### src/rtl/rr_arbiter_pkg.sv
// Shared types and constants for the 16-way grant arbiter.
package rr_arbiter_pkg;

    localparam int N_REQ = 16;
    localparam int IDW   = 4;

    typedef logic [N_REQ-1:0] req_vec_t;
    typedef logic [IDW-1:0]   req_id_t;

    typedef enum logic {
        IDLE = 1'b0,
        BUSY = 1'b1
    } arb_state_t;

endpackage : rr_arbiter_pkg

### src/rtl/find_first16.sv
// Combinational winner search: highest set bit (fixed) or first set bit
// at or above a start index with wrap-around (round-robin).
module find_first16
    import rr_arbiter_pkg::*;
(
    input  req_vec_t vec,
    input  req_id_t  start,
    input  logic     fixed_prio,
    output req_id_t  idx,
    output logic     found
);

    logic [2*N_REQ-1:0] dbl;
    req_vec_t           rot;

    // NOTE: every output gets a default before any conditional assignment,
    // so no path through the block leaves a value held (no latch).
    always_comb begin
        idx   = '0;
        found = |vec;
        // Doubled vector rotated so bit 0 of rot is position 'start'; the
        // wrap from 15 back to 0 falls out of the upper copy.
        dbl   = {vec, vec} >> start;
        rot   = dbl[N_REQ-1:0];
        if (fixed_prio) begin
            for (int i = 0; i < N_REQ; i++) begin
                if (vec[i]) idx = req_id_t'(i);
            end
        end else begin
            for (int i = N_REQ - 1; i >= 0; i--) begin
                if (rot[i]) idx = start + req_id_t'(i);
            end
        end
    end

endmodule : find_first16

### src/rtl/rr_arbiter16.sv
// 16-requester arbiter: round-robin or fixed priority, grant held until
// done, request drop, or hold-timer expiry; re-arbitrates without a bubble.
module rr_arbiter16
    import rr_arbiter_pkg::req_id_t;
    import rr_arbiter_pkg::arb_state_t;
    import rr_arbiter_pkg::IDLE;
    import rr_arbiter_pkg::BUSY;
#(
    parameter int N        = rr_arbiter_pkg::N_REQ,
    parameter int IDW      = rr_arbiter_pkg::IDW,
    parameter int HOLD_MAX = 8
) (
    input  logic           clk_i,
    input  logic           rst_ni,
    input  logic [N-1:0]   req_i,
    input  logic           done_i,
    input  logic           mode_fixed_i,
    output logic [N-1:0]   gnt_o,
    output logic [IDW-1:0] gnt_id_o,
    output logic           gnt_valid_o
);

    localparam int CW = (HOLD_MAX < 2) ? 1 : $clog2(HOLD_MAX + 1);
    // With the timer disabled the counter simply saturates at all-ones.
    localparam logic [CW-1:0] HOLD_LIM = (HOLD_MAX == 0) ? '1 : CW'(HOLD_MAX);

    arb_state_t    state;
    req_id_t       ptr;
    logic [CW-1:0] hold_cnt;

    req_id_t start_id;
    req_id_t win_id;
    logic    win_found;
    logic    timeout;
    logic    release_now;
    logic    arb_point;

    assign start_id = ptr + req_id_t'(1);

    find_first16 u_find (
        .vec        (req_i),
        .start      (start_id),
        .fixed_prio (mode_fixed_i),
        .idx        (win_id),
        .found      (win_found)
    );

    assign timeout     = (HOLD_MAX != 0) && (hold_cnt == HOLD_LIM);
    assign release_now = (state == BUSY) && (done_i || !req_i[gnt_id_o] || timeout);
    assign arb_point   = (state == IDLE) || release_now;

    // NOTE: sequential state uses non-blocking assignments only, so every
    // register sees the pre-edge values of the others regardless of order.
    always_ff @(posedge clk_i) begin
        if (!rst_ni) begin
            state       <= IDLE;
            gnt_o       <= '0;
            gnt_id_o    <= '0;
            gnt_valid_o <= 1'b0;
            ptr         <= req_id_t'(N - 1);
            hold_cnt    <= '0;
        end else if (arb_point) begin
            if (win_found) begin
                state       <= BUSY;
                gnt_o       <= {{(N-1){1'b0}}, 1'b1} << win_id;
                gnt_id_o    <= win_id;
                gnt_valid_o <= 1'b1;
                ptr         <= win_id;
                hold_cnt    <= CW'(1);
            end else begin
                // Pointer is kept so round-robin fairness survives idle gaps.
                state       <= IDLE;
                gnt_o       <= '0;
                gnt_id_o    <= '0;
                gnt_valid_o <= 1'b0;
                hold_cnt    <= '0;
            end
        end else if (hold_cnt != HOLD_LIM) begin
            hold_cnt <= hold_cnt + CW'(1);
        end
    end

endmodule : rr_arbiter16

### config.mk
export PLATFORM = sky130hd
export DESIGN_NAME = rr_arbiter16
export DESIGN_NICKNAME = d
export VERILOG_FILES = /design/src/rtl/rr_arbiter_pkg.sv /design/src/rtl/find_first16.sv /design/src/rtl/rr_arbiter16.sv
export SDC_FILE = /design/constraint.sdc
export NUM_CORES = 1
export LEC_CHECK = 0
export CAP_MARGIN = 0
export CORE_MARGIN = 2
export CORE_UTILIZATION = 45
export CTS_CLUSTER_DIAMETER = 150
export DETAILED_ROUTE_END_ITERATION = 7
export GPL_ROUTABILITY_DRIVEN = 0
export MAX_ROUTING_LAYER = met4
export PLACE_DENSITY = 0.64
export SLEW_MARGIN = 0
export SYNTH_ARGS = -nofsm -noshare
export SYNTH_HDL_FRONTEND = slang
export SYNTH_SLANG_ARGS = --single-unit
### constraint.sdc
create_clock -name clk_i -period 6.9 [get_ports clk_i]
set_clock_uncertainty 0.1 [all_clocks]
set_input_delay 2.07 -clock clk_i [delete_from_list [all_inputs] [get_ports clk_i]]
set_output_delay 2.07 -clock clk_i [all_outputs]
set_load 0.005 [all_outputs]
# Word level (Yosys, flattened, before mapping)
# Index checks and enable logic that the tools add are counted.
# word_totals
latch_bits,0
mem_count,0
out_inout_bits,21
mem_bits_ro,0
inputBits,20
reg_bits,29
ramBits,0
elab_cells,76
# classes
n_bitwise,1
eq_ne,2
add_sub_neg,17
magnitude_cmp,1
mul,0
shifts,2
muxes,40
div,0
n_reduce_logical,8
# ops
operator,n
4-bit two-way mux,28
"4-bit adder, second input constant",8
32-bit by 4-bit right shift with 16-bit output,1
"4-bit by 3-bit adder with 4-bit output, second input constant",4
16-bit two-way mux,1
16-bit OR reduction,1
"1-bit by 4-bit left shift with 16-bit output, first input constant",1
"4-bit by 1-bit adder with 4-bit output, second input constant",3
3-bit two-way mux,4
"4-bit by 2-bit adder with 4-bit output, second input constant",2
"4-bit by 5-bit < comparator with 1-bit output, second input constant",1
1-bit binary-select mux with 4-bit select,1
"4-bit equality test, second input constant",1
1-bit two-way mux,4
2-bit two-way mux,2
"4-bit inequality test, second input constant",1
1-bit logical OR,3
2-bit AND reduction,1
2-bit nonzero test,1
1-bit logical AND,1
1-bit logical NOT,1
1-bit NOT,1

# Longest topological paths before layout
# Gate-level depths: netlist (run 1).
# logic_depth
word_depth,21
ltp_mapped,16
depth_no_buf,11

# By module
# Synthesis (run 1) repeated with hierarchy kept, for this count alone.
# hier_totals
cells_unflattened,468
hier_area_um2,4103.9
# by_module_without_submodules
mod,n_inst,seq_area_each_um2,area_per_inst_um2,cells_per_inst
find_first16,1,0.0,2682.6,309
rr_arbiter16,1,580.6,1421.4,159

# Worst setup path before layout (run 1)
# No wires, ideal clock.
# synth_timing
kind,input to register
from,in req_i[13]
to,reg gnt_o[4]
t_required_ns,6.713
n_path_buf,2
setup_slack_ns,1.934
setup_ns,0.087
arrival_time_ns,4.779
path_stages,11
cell_sequence,buf_2 mux4_1 mux2_2 mux2i_4 a21oi_1 a2111oi_1 nor3_1 or4_4 o21a_1 buf_6 o31ai_1
# synth_via
elab_chain_len,20
elab_cells_between_ends,31
cone_classes,shift (2); mux (23); reduce/logical (6)
# synth_rtl
item,line,rtl
start: declaration,rr_arbiter16.sv:15,"input logic [N-1:0] req_i,"
32-bit by 4-bit right shift with 16-bit output,find_first16.sv:23,"dbl = {vec, vec} >> start;"
4-bit two-way mux (16 in series),find_first16.sv:31,if (rot[i]) idx = start + req_id_t'(i);
4-bit two-way mux,find_first16.sv:25,if (fixed_prio) begin
1-bit by 4-bit left shift with 16-bit output,rr_arbiter16.sv:65,"gnt_o <= {{(N-1){1'b0}}, 1'b1} << win_id;"
16-bit two-way mux,rr_arbiter16.sv:63,if (win_found) begin
end signal: assignment,rr_arbiter16.sv:65,
end: declaration,rr_arbiter16.sv:18,"output logic [N-1:0] gnt_o,"
# Parallel ways exist; a longest one is shown, timed or not. The select of a mux whose other input is x is not followed.
# A chain may end at the register's enable or synchronous reset.

# Worst setup path after layout (run 1)
# layout_timing
from,in req_i[12]
to,reg gnt_o[5]
# The elaborated chain is that of the path after synthesis.

==> metrics.txt, run 1 <==
clock slew at reported path FFs 70 ps; worst skew pair latency 290 ps; vias per inst 6.653; GRT overflow 0; most used cell, CP mux2i_1; Data required, critical path 7000 ps; endpoints failing setup 0; Startpoint Class input port; Post-synth EDFFs 0; Placeable Area ~8200 sq um; area grow syn2layout 12.89%; H-tree depth 2; setup TNS 0 ps; CTS Buffer Depth 2; synth unique cells 69; detailed placement HPWL 8431 um; commonest non-fill, non-tap cells in the layout 40 x clkdlybuf4s50_1, 37 x nand2_1, 29 x dfxtp_1; RSZ-0062 raised after global routing false; Worst Setup End Kind flip-flop; cts hold-fix bufs 0; Clock Sinks 29; Hold Crit Class reg -> reg; async set-or-reset flop fraction in the synthesized netlist 0%; first-pass GRT wire length 18860 um; vias in the first global route 3581; MaxCap Viol Count 0; WP buf/inv 1; adder-cell share of the synthesized area about 1.3%; crit-path max FO 11; Die W 95.47 um; # rows 33; number of synthesis warnings 0; post-cts sizing count 0; mux cell area share after synthesis 34.13%; share of cells above drive strength 1 16.96%; Pins Over Slew Limit 0; Synth area leader dfxtp_1; Sequential Area 580.6 sq um; Setup Fix Bufs, Post-CTS 0; CP Data Arrival Time between 5000 and 6000 ps; critical path class in -> reg; post-synthesis area per instance just under 9 sq um; top cells by area, synth dfxtp_1 15%, mux4_2 13%, mux2_2 7.5%, mux2i_1 6.9%, nand2_1 3.7%; critical path's largest stage delay 770 ps; Most used DFF post-synth dfxtp_1; via count about 3700; main combinational cell family by area after synthesis multiplexers; CTS tree done; Inserted Clock Buffers 5; Synth Area in Simple Gates between 10% and 20%; Compound-Gate Fraction of Synth Area 22.23%; PortBufs 40; sequential-to-total area share from yosys stat 15.42%; DR pass1 iterations 5; commonest non-fill, non-tap cell in the layout clkdlybuf4s50_1; CP top delay family compound AO/OA/AOI/OAI gates; crit path cell chain clkdlybuf4s50_1, mux4_1, mux2i_1, mux2i_1, nand2b_1, o22ai_1, a311o_1, a41oi_1, o211ai_1, o31ai_1; period utilisation layout between 80% and 90%; die height 95.47 um; XOR/XNOR share of the synthesized area around 4%; die area 9114 sq um; top-area cell type share of the netlist area between 10% and 20%; Final ANT Viol Nets 0; Gate Count Post-Synth around 430; minimum clock period 5595 ps; Initial DRC Count about 440; Total Routing Usage GR between 20% and 30%; WL/cell 20.66 um; largest net degree at the start of global routing 41; headroom to the max-slew limit 36.64%; Antenna diodes 0; multi-input logic area about 3000 sq um; Starting Density 46.05%; status complete, no violations; nets@finish roughly 470; DR DRC count 0; CP max-delay cell mux2i_1; flip-flop and latch count after synthesis 29; Fill cells 752; Worst-Margin Slew 924.0 ps; initial antenna violation count 0; Total Wirelength 11420 um; Fmax 178.7 MHz; Net Count, Synth 450; Syn Std Cell Area 3765 sq um; Top Ports 41; Fin. Hold Viols 0; root buf cell clkbuf_8
==> layer usage <==
metal	track usage, %	vias to the layer above	share of wire [%]	wire, um
li1	-	1713	-	-
met4	10.12	0	2.4	269
met2	42.25	188	48	5430
met1	36.89	1753	43	4911
met5	-	-	0	0
met3	3.162	25	7.1	813
==> stage by stage <==
| stage | cell area (sq um) | std cells | worst slack (ps) | hold WS [ps] | util [%] |
|---|---|---|---|---|---|
| after floorplan | 3765 | 426 | 1934 | 343.0 | - |
| after global placement | 4164 | 545 | 1115 | 336.5 | 50.93 |
| after detailed placement | 4164 | 545 | 1099 | 343.6 | 50.93 |
| after CTS | 4250 | 553 | 1389 | 356.9 | 51.99 |
| after global routing | 4250 | 553 | 1030 | 386.5 | 51.99 |
| final | 4250 | 553 | 1305 | 350.5 | 51.99 |
==> sequential cells by signal, summed over array words and instances (netlist names) <==
| signal | count |
|---|---|
| gnt_id_o | 4 |
| state | 1 |
| hold_cnt | 4 |
| gnt_o | 16 |
| ptr | 4 |
==> worst register-to-register path, stage by stage, from the launching register on <==
cell	delay, ps
dfxtp_1	300
buf_4	370
inv_2	220
ha_2	960
mux4_1	680
mux2_2	350
mux2_2	300
nor2_2	180
o2111ai_1	170
a311o_1	370
a41oi_1	420
o211ai_1	270
o31ai_1	270
==> synth_stat cells (3+ instances only) <==
cell type / number
a31oi_1: 6
nor3_1: 6
o31ai_1: 13
o21ai_1: 7
nor2_1: 18
dfxtp_1: 29
mux4_1: 3
mux2_4: 3
buf_6: 6
a21oi_1: 20
o2111ai_1: 5
nor4_1: 4
nand4_1: 8
xnor2_1: 10
or3_1: 3
o21bai_1: 3
mux2_1: 9
o21ai_0: 14
mux2i_1: 26
and3_1: 7
nand2_1: 37
nor2b_1: 3
a21boi_0: 7
o211ai_1: 11
a211oi_1: 6
o21a_1: 3
mux4_2: 22
nand2b_1: 6
ha_1: 4
clkbuf_1: 15
mux2_2: 25
inv_1: 10
buf_2: 9
nand3_1: 21
==> cell type report <==
class | count | share of cell area, %
clock buffer | 5 | 1.619
clock inverter | 3 | 0.4121
inverter | 11 | 0.9714
multi-input combinational | 353 | 69.59
sequential | 29 | 13.66
tap | 105 | 3.091
timing repair buffer | 47 | 10.66
==> path summary, 6_finish.rpt <==
| path | depth (start not counted) | to | from | slack, ps |
|---|---|---|---|---|
| hold / removal | 2 | gnt_o[11] | gnt_o[11] | 350 |
| setup / recovery | 10 | gnt_o[5] | req_i[12] | 1310 |
| hold reg to reg | 2 | gnt_o[11] | gnt_o[11] | 350 |
| setup reg to reg | 12 | gnt_o[5] | ptr[0] | 1880 |
==> kinds of logic (layout without fill, tap and decap cells) <==
logic type	after synthesis	in the layout
muxes	89	89
xor gates and xnor gates	15	15
buffers and inverters	44	66
AOI/OAI and AO/OA	121	121
and+or+nand+nor	124	124
DFF	29	29
adders and majority gates	4	4
Power of run 1 is left out: the tool's default activity adds up to more than one toggle a clock period on the data nets, which glitch-free logic cannot reach.
==> run 2: changes to the inputs <==
--- a/config.mk
+++ b/config.mk
@@ -12,7 +12,7 @@
 export DETAILED_ROUTE_END_ITERATION = 7
 export GPL_ROUTABILITY_DRIVEN = 0
 export MAX_ROUTING_LAYER = met4
-export PLACE_DENSITY = 0.64
+export PLACE_DENSITY = 0.66
 export SLEW_MARGIN = 0
 export SYNTH_ARGS = -nofsm -noshare
 export SYNTH_HDL_FRONTEND = slang
==> constraint.sdc (replaced) <==
create_clock -name clk_i -period 5.1 [get_ports clk_i]
set_clock_uncertainty 0.1 [all_clocks]
set_input_delay 1.53 -clock clk_i [delete_from_list [all_inputs] [get_ports clk_i]]
set_output_delay 1.53 -clock clk_i [all_outputs]
set_load 0.005 [all_outputs]
==> run 2 against run 1 <==
Die area unchanged; worst setup slack got worse by 1100 ps; global-route usage up 0.20 points; non-clock buffer count rose by 38; register-to-register slack worse by 1300 ps; via count rose by 4.9%; critical endpoint is now gnt_o[12]; sequential share of layout area is 0.95 points lower; critical path type unchanged; highest routed layer unchanged; critical path depth unchanged; cell count rose by 6.9%.
==> metrics.txt, run 2 (synthesized netlist as in run 1, its figures left out) <==
CP top delay family multiplexers; # rows 33; status complete, no violations; Antenna diodes 0; share of cells above drive strength 1 between 20% and 30%; via count 3860; DR DRC count 0; CP max-delay cell mux4_2; Pins Over Slew Limit 0; GRT overflow 0; DR pass1 iterations 5; max FFs per register 16; area grow syn2layout 21.34%; vias per inst about 6.5; Die W 95.47 um; CTS Buffer Depth 2; crit path cell chain clkdlybuf4s50_1, mux4_2, mux2_2, mux2i_1, o211ai_1, a2111oi_1, nor3_1, or4_4, o21a_1, o31ai_1; WP buf/inv 1; CTS tree done; PortBufs 40; Worst-Margin Slew 1003 ps; H-tree depth 2; Fill cells 754; commonest non-fill, non-tap cell in the layout buf_4; Inserted Clock Buffers 5; nets@finish 509; cts hold-fix bufs 0; Top Ports 41; Final ANT Viol Nets 0; Starting Density 46.05%; minimum clock period between 4000 and 5000 ps; RSZ-0062 raised after global routing false; Most flops, register gnt_o; largest net degree at the start of global routing 34; Total Wirelength about 12000 um; clock slew at reported path FFs roughly 60 ps; Placeable Area 8175 sq um; first-pass GRT wire length 19000 um; Util after Layout between 50% and 60%; setup TNS 0 ps; crit-path max FO 10; initial antenna violation count 0; Data required, critical path between 5000 and 6000 ps; endpoints failing setup 0; detailed placement HPWL 9039 um; worst skew pair latency 280 ps; WL/cell approximately 20 um; commonest non-fill, non-tap cells in the layout 45 x buf_4, 39 x clkdlybuf4s50_1, 37 x nand2_1; critical path class in -> reg; CP Data Arrival Time roughly 5000 ps; Worst Setup End Kind flip-flop; die height 95.47 um; Total Routing Usage GR 27.51%; Setup Fix Bufs, Post-CTS 0; headroom to the max-slew limit 32.78%; critical path's largest stage delay around 620 ps; Clock Sinks 29; die area 9114 sq um; final hold slack 354.3 ps; Fmax 203.5 MHz; non-filler instance count after layout 591; MaxCap Viol Count 0; Fin. Hold Viols 0; period utilisation layout 96.36%; vias in the first global route 3679; Initial DRC Count 381; root buf cell clkbuf_8; Placed Instances a little under 600; Hold Crit Class reg -> reg; Startpoint Class input port
-- run 2: cell types whose count changed in the layout (fill, tap and decap cells not counted) --
cell,change
clkdlybuf4s50_1,-1
buf_4,+38
clkbuf_1,+1
clkinv_2,-2
bufinv_16,+1
clkinvlp_4,-1
clkbuf_8,+1
dlymetal6s2s_1,+1
-- run 2: path summary, 6_finish.rpt --
check / cells after the start / startpoint / slack (ps) / to
min reg2reg: 2 / gnt_o[11] / 350 / gnt_o[11]
min: 2 / gnt_o[11] / 350 / gnt_o[11]
max reg2reg: 11 / ptr[0] / 580 / gnt_o[12]
max: 10 / req_i[6] / 190 / gnt_o[12]
-- run 2: worst register-to-register path, stage by stage, from the launching register on --
cell	delay [ps]
dfxtp_1	420
inv_2	160
ha_2	850
mux2_2	420
mux4_2	540
mux2_4	340
a211oi_1	270
o21ai_1	120
and3_1	200
or4_4	520
o21a_1	230
o31ai_1	270
-- run 2: area by class of cell --
class / instances / area (sq um) / area share, %
Tap cell: 105 / 131.4 / 2.876
Clock inverter: 1 / 30.03 / 0.6574
Inverter: 11 / 41.29 / 0.9039
Multi-Input combinational cell: 353 / 2958 / 64.75
Clock buffer: 7 / 86.33 / 1.890
Sequential cell: 29 / 580.6 / 12.71
Timing Repair Buffer: 85 / 740.7 / 16.21
-- run 2: per-layer routing --
layer  track usage (%)  share of wire, %  vias to the layer above  routed length (um)
met5                 -                 0                        -                   0
met4             8.214               2.4                        0                 286
met3             3.478               6.7                       28                 788
met2             45.48                49                      166                5670
met1             35.36                42                     1873                4934
li1                  -                 -                     1793                   -
-- run 2: stage by stage --
step                cell area (sq um)  worst slack (ps)
floorplan                        3765             674.0
global placement                 4449            -41.57
detailed placement               4449            -77.49
CTS                              4566             235.5
global route                     4568             6.347
finish                           4568             185.6
-- run 2: repair_timing --
action | in CTS | in global routing
setup endpoints to repair | 0 | 1
resized for setup | 0 | 1
endpoints found under the hold margin | 0 | 0
Power of run 2 is left out for the same reason.
==> run 3: changes to the inputs <==
--- a/config.mk
+++ b/config.mk
@@ -5,7 +5,7 @@
 export SDC_FILE = /design/constraint.sdc
 export NUM_CORES = 1
 export LEC_CHECK = 0
-export CAP_MARGIN = 0
+export CAP_MARGIN = 20
 export CORE_MARGIN = 2
 export CORE_UTILIZATION = 45
 export CTS_CLUSTER_DIAMETER = 150
@@ -13,6 +13,7 @@
 export GPL_ROUTABILITY_DRIVEN = 0
 export MAX_ROUTING_LAYER = met4
 export PLACE_DENSITY = 0.66
+export SKIP_CTS_REPAIR_TIMING = 1
 export SLEW_MARGIN = 0
 export SYNTH_ARGS = -nofsm -noshare
 export SYNTH_HDL_FRONTEND = slang
==> results of run 3 <==
No change in the layout: final DEF, timing and power equal those of run 2.
Power of run 3 is left out for the same reason.
